**config.mk**
```make
export PLATFORM = sky130hd
export DESIGN_NAME = regfile_dump
export DESIGN_NICKNAME = d
export VERILOG_FILES = /design/src/rtl/regdump_pkg.sv /design/src/rtl/regdump_csum.sv /design/src/rtl/regfile_dump.sv
export SDC_FILE = /design/constraint.sdc
export NUM_CORES = 1
export LEC_CHECK = 0
export CAP_MARGIN = 30
export CORE_ASPECT_RATIO = 1.1
export CORE_MARGIN = 5
export CORE_UTILIZATION = 42
export DETAILED_ROUTE_END_ITERATION = 8
export PLACE_DENSITY = 0.79
export SYNTH_ARGS = -nofsm -noshare
export SYNTH_HDL_FRONTEND = slang
export SYNTH_HIERARCHICAL = 1
export SYNTH_SLANG_ARGS = --single-unit
```
**constraint.sdc**
```tcl
create_clock -name clk -period 2.2 [get_ports clk]
set_input_delay 0.22 -clock clk [delete_from_list [all_inputs] [get_ports clk]]
set_output_delay 0.22 -clock clk [all_outputs]
set_load 0.005 [all_outputs]
```
**src/rtl/regdump_pkg.sv**
```systemverilog
// regdump_pkg: shared types and default sizing for the register-file dump block.
// Contents: dump FSM state enum, default NREGS/XLEN/AW constants.
package regdump_pkg;

    localparam int unsigned DEF_NREGS = 32;
    localparam int unsigned DEF_XLEN  = 32;
    localparam int unsigned DEF_AW    = 5;

    typedef enum logic [2:0] {
        ST_IDLE,
        ST_FETCH,
        ST_SEND,
        ST_CSUM,
        ST_DONE
    } state_e;

endpackage

```
**src/rtl/regdump_csum.sv**
```systemverilog
// regdump_csum: XOR accumulator folding in every captured register word.
// Ports: clk, rst_n (async, active low); clr (sync clear, wins over en);
//        en folds din into acc; acc is the running XOR.
module regdump_csum
    import regdump_pkg::*;
#(
    parameter int unsigned XLEN = DEF_XLEN
) (
    input  logic            clk,
    input  logic            rst_n,
    input  logic            clr,
    input  logic            en,
    input  logic [XLEN-1:0] din,
    output logic [XLEN-1:0] acc
);

    always_ff @(posedge clk or negedge rst_n) begin
        if (!rst_n) begin
            acc <= '0;
        end else if (clr) begin
            acc <= '0;
        end else if (en) begin
            acc <= acc ^ din;
        end
    end

endmodule

```
**src/rtl/regfile_dump.sv**
```systemverilog
// regfile_dump: on start, walks the regfile rs2 port from x0 to x(NREGS-1) and
// streams each value over valid/ready with its index attached.
// Optional feature: define REGDUMP_CHECKSUM_EN to append an XOR checksum word
// (out_sum=1, out_idx=0) after the last register.
// Ports: clk, rst_n (async, active low); start; busy; done (1-cycle pulse);
//        rf_rs/rf_rdata regfile read port; out_valid/out_ready handshake;
//        out_data, out_idx, out_last, out_sum word payload.
module regfile_dump
    import regdump_pkg::*;
#(
    parameter int unsigned NREGS = DEF_NREGS,
    parameter int unsigned XLEN  = DEF_XLEN,
    parameter int unsigned AW    = DEF_AW
) (
    input  logic            clk,
    input  logic            rst_n,
    input  logic            start,
    output logic            busy,
    output logic            done,
    output logic [AW-1:0]   rf_rs,
    input  logic [XLEN-1:0] rf_rdata,
    output logic            out_valid,
    input  logic            out_ready,
    output logic [XLEN-1:0] out_data,
    output logic [AW-1:0]   out_idx,
    output logic            out_last,
    output logic            out_sum
);

    localparam logic [AW-1:0] LAST_IDX = AW'(NREGS - 1);

    state_e          state_q, state_d;
    logic [AW-1:0]   idx_q, idx_d;
    logic [XLEN-1:0] data_d;
    logic [AW-1:0]   oidx_d;
    logic            busy_d, done_d, valid_d, last_d;

`ifdef REGDUMP_CHECKSUM_EN
    logic [XLEN-1:0] acc;
    logic            sum_d;

    regdump_csum #(.XLEN(XLEN)) u_csum (
        .clk   (clk),
        .rst_n (rst_n),
        .clr   ((state_q == ST_IDLE) && start),
        .en    (state_q == ST_FETCH),
        .din   (rf_rdata),
        .acc   (acc)
    );
`endif

    // Next state, next index and next registered outputs.
    always_comb begin
        state_d = state_q;
        idx_d   = idx_q;
        data_d  = out_data;
        oidx_d  = out_idx;
        case (state_q)
            ST_IDLE: begin
                if (start) begin
                    idx_d   = '0;
                    state_d = ST_FETCH;
                end
            end
            ST_FETCH: begin
                data_d  = rf_rdata;
                oidx_d  = idx_q;
                state_d = ST_SEND;
            end
            ST_SEND: begin
                if (out_ready) begin
                    if (idx_q == LAST_IDX) begin
`ifdef REGDUMP_CHECKSUM_EN
                        // acc already holds the last word, folded at its FETCH.
                        data_d  = acc;
                        oidx_d  = '0;
                        state_d = ST_CSUM;
`else
                        state_d = ST_DONE;
`endif
                    end else begin
                        idx_d   = idx_q + AW'(1);
                        state_d = ST_FETCH;
                    end
                end
            end
            ST_CSUM: begin
                if (out_ready) begin
                    state_d = ST_DONE;
                end
            end
            ST_DONE: begin
                state_d = ST_IDLE;
            end
            default: begin
                state_d = ST_IDLE;
            end
        endcase

        busy_d  = (state_d != ST_IDLE);
        done_d  = (state_d == ST_DONE);
        valid_d = (state_d == ST_SEND) || (state_d == ST_CSUM);
`ifdef REGDUMP_CHECKSUM_EN
        last_d  = (state_d == ST_CSUM);
        sum_d   = (state_d == ST_CSUM);
`else
        last_d  = (state_d == ST_SEND) && (idx_d == LAST_IDX);
`endif
    end

    // State, index and output registers.
    always_ff @(posedge clk or negedge rst_n) begin
        if (!rst_n) begin
            state_q   <= ST_IDLE;
            idx_q     <= '0;
            busy      <= 1'b0;
            done      <= 1'b0;
            out_valid <= 1'b0;
            out_data  <= '0;
            out_idx   <= '0;
            out_last  <= 1'b0;
        end else begin
            state_q   <= state_d;
            idx_q     <= idx_d;
            busy      <= busy_d;
            done      <= done_d;
            out_valid <= valid_d;
            out_data  <= data_d;
            out_idx   <= oidx_d;
            out_last  <= last_d;
        end
    end

`ifdef REGDUMP_CHECKSUM_EN
    always_ff @(posedge clk or negedge rst_n) begin
        if (!rst_n) begin
            out_sum <= 1'b0;
        end else begin
            out_sum <= sum_d;
        end
    end
`else
    assign out_sum = 1'b0;
`endif

    // The read address is the index register itself.
    assign rf_rs = idx_q;

endmodule

```
==> summary.md, run 1 <==
| Metric | Value |
|---|---|
| Fin area | `0.00300 sq mm` |
| Flop pwr share | `0.382` |
| Setup-failing EPs final | `0` |
| Mapped Nets | `170` |
| Clk sinks | `49` |
| WL per Instance | `16.1 microns` |
| Worst EP arrival | `2040 ps` |
| Final Hold Vio Count | `0` |
| Fin crit period | `1880 ps` |
| Distinct cells, synth | `32` |
| Yosys warns | `6` |
| Status | `finished clean` |
| Syn avg cell area | `15.1 sq um` |
| Synth Flop Type | `dfrtp_1` |
| Drt first pass iters | `5` |
| Flops & latches, synth | `49` |
| First-pass GRT wire length | `6970 microns` |
| Final Max Tran Viols | `0` |
| Pwr Density | `1340 mW/mm^2` |
| Core Area | `0.00465 sq mm` |
| DRT antenna net count | `0` |
| Layout Nets | `254` |
| Residual DRC | `0` |
| Commonest cells in the netlist | `dfrtp_1, mux2_2, a21oi_1, buf_4, nand3_1` |
| Part of the power in the clock network | `0.184` |
| Max Clock Freq | `0.531 GHz` |
| Pint | `0.00292 W` |
| Largest net degree at the start of global routing | `38` |
| Die area | `0.00627 sq mm` |
| Die X | `75.9 microns` |
| Post-synth EDFFs | `0` |
| I/O pin count | `83` |
| R2r setup slk | `320 ps` |
| Slowest cell delay on critical path | `470 ps` |
| CTS-repair resized insts | `0` |
| Chip Height | `82.5 microns` |
| Yosys top cell by area | `dfrtp_1` |
| Initial Utilization | `0.432` |
| VDD IR max | `0.000614 V` |
| CTS tree | `done` |
| Synth Cell Area | `0.00201 sq mm` |
| DR vias | `1397` |
| Clock Tree Root | `clkbuf_8` |
| Worst r2r src | `rf_rs[0]$_DFF_PN0_` |
| Diode count | `0` |
| Most common cell in the netlist | `dfrtp_1` |
| Total gr overflow | `0` |
| Row count | `26` |
| Critical path buffers and inverters | `0` |
| # H-tree levels | `2` |
| CTS max path bufs | `2` |
| Vias in the first global route | `1315` |
| Post-synth top area share | `0.611` |
| Delay-heaviest family, CP | `compound AO/OA/AOI/OAI gates` |
| RSZ-0062 raised after global routing | `no` |
| Reg2reg path depth | `5` |
| Worst endpoint required time | `2360 ps` |
| Seq/Total Area, Yosys | `0.611` |
| Placed cell area | `0.00286 sq mm` |
| Fraction of layout cells with a size suffix above 1 | `0.248` |
| MaxCap Viol Count | `0` |
| GRT Overall Usage | `0.140` |
| Worst R2R End | `out_last$_DFF_PN0_` |
| IO Port Bufs | `81` |
| Sw Pwr | `0.00110 W` |
| Crit-path cells | `ha_1 > a41oi_1 > mux2i_1 > a211oi_1 > nor4b_1` |
| Initial DRC Count | `43` |
| Clk pin slew, worst setup/hold paths | `90 ps` |
| CP max FO | `9` |
| Synth area leaders | `dfrtp_1, mux2_2, and4bb_2` |
| Synthesized netlist cell count | `133` |
| Post-CTS Setup Inserts | `0` |
| Post-detailed-routing wire length | `4410 microns` |
| HPWL after detailed placement | `3280 microns` |
| Period utilisation layout | `0.856` |
| Area growth syn-to-layout | `49.4%` |
| Crit. End Element | `flop` |
| Comb pwr share | `0.434` |
| Setup_tns | `0 ps` |
| Critical path startpoint category | `flop` |
| Num CTS Buffers | `5` |
| Switching share of total power | `0.274` |
| Hold WC Path Type | `input port to async pin` |
| Asr flop ratio synth | `1.00` |
| Pleak | `1.26 nW` |
| Slowest stage cell, crit path | `dfrtp_1` |
| Vias/cell | `5.10` |
| Worst-case clock skew | `8.11 ps` |
| Initial antenna violation count | `0` |
| Worst-skew pair later-pin latency | `300 ps` |
| Type of the worst setup path | `flop to flop` |
| RePlAce Congestion | `0.790` |
## worst reg2reg max path: cells and delay by family (launching register included)
kind                       cells  cell delay, ps
DFF                            1             470
adders and majority gates      1             300
muxes                          1             120
and+or+nand+nor                1             110
AOI/OAI and AO/OA              2             750
## worst max-delay path by stage
stage | start | to | slack, ps | cells after the start
final | rf_rs[0]$_DFF_PN0_ | out_last$_DFF_PN0_ | 320 | 5
after global routing | rf_rs[0]$_DFF_PN0_ | out_last$_DFF_PN0_ | 210 | 5
after CTS | rf_rs[0]$_DFF_PN0_ | out_last$_DFF_PN0_ | 330 | 5
after detailed placement | rf_rs[0]$_DFF_PN0_ | out_last$_DFF_PN0_ | 340 | 5
after global placement | start | out_last$_DFF_PN0_ | 410 | 5
after floorplan | rf_rs[0]$_DFF_PN0_ | busy$_DFF_PN0_ | 500 | 4
## area by class of cell
| class | count | area [sq um] |
|---|---|---|
| multi-input cells | 74 | 712 |
| flip-flops and latches | 49 | 1230 |
| fillers | 370 | 1650 |
| clock inverters | 3 | 65.1 |
| inverters | 2 | 7.51 |
| well taps | 56 | 70.1 |
| clock buffers | 5 | 68.8 |
| repair buffers | 85 | 851 |
## routing by layer
metal / up-vias / track usage / wire length, microns
li1: 652 / - / -
met1: 671 / 0.205 / 2120
met2: 68 / 0.200 / 1940
met3: 6 / 0.0336 / 280
met4: 0 / 0.0534 / 65
met5: - / 0 / 0
## metrics by stage
step | utilization | setup slack (ps) | hold slack [ps] | instances | total power, W
floorplan | - | 502 | -75.6 | 133 | 0.00237
global placement | 0.614 | 410 | 142 | 265 | 0.00327
detailed placement | 0.614 | 336 | 149 | 265 | 0.00332
CTS | 0.645 | 333 | 347 | 274 | 0.00407
global route | 0.645 | 212 | 394 | 274 | 0.00425
finish | 0.645 | 317 | 348 | 274 | 0.00402
## flip-flops by register name (all words and copies together), names as in the netlist
signal and count:
out_valid 1, rf_rs 5, out_last 1, busy 1
out_data 32, state_q 3, out_idx 5, done 1
## cell families (layout without fill, tap and decap cells)
group                      Yosys count  in the layout  synth area share
and+or+nand+nor                     21             21            0.0872
muxes                               38             38             0.212
DFF                                 49             49             0.611
other                                1              1           0.00187
adders and majority gates            1              1           0.00623
buffers and inverters               10             95            0.0349
AOI/OAI and AO/OA                   13             13            0.0467
## power groups by stage
stage          combinational [W]  clock (W)  sequential (W)
2_1_floorplan           0.000831          0         0.00154
3_3_place_gp             0.00174          0         0.00153
3_5_place_dp             0.00176          0         0.00156
4_1_cts                  0.00177   0.000761         0.00154
5_1_grt                  0.00187   0.000794         0.00159
6_report                 0.00174   0.000740         0.00153
## placed cells by master (no fill, tap or decap), types with 2 or more instances in the layout
master	count
a21oi_1	4
a41oi_1	2
and4bb_2	3
buf_4	2
bufinv_16	2
clkbuf_8	5
clkdlybuf4s50_1	80
dfrtp_1	49
inv_1	2
mux2_1	2
mux2_2	35
nand2b_1	2
nand3_1	4
nand4_1	2
nor4b_1	2
o21ai_0	2
## timing repair
item | 4_1_cts | 5_1_grt
hold endpoints to repair | 14 | 0
setup endpoints to repair | 0 | 0
hold buffers | 1 | 0
Note: power is estimated with default switching activity, not from simulation.
==> run 2: changes to the inputs <==
CTS_CLUSTER_SIZE = 10   (was not set)
==> results of run 2 <==
Same layout as run 1: the final DEF is identical, and so are final timing and power.
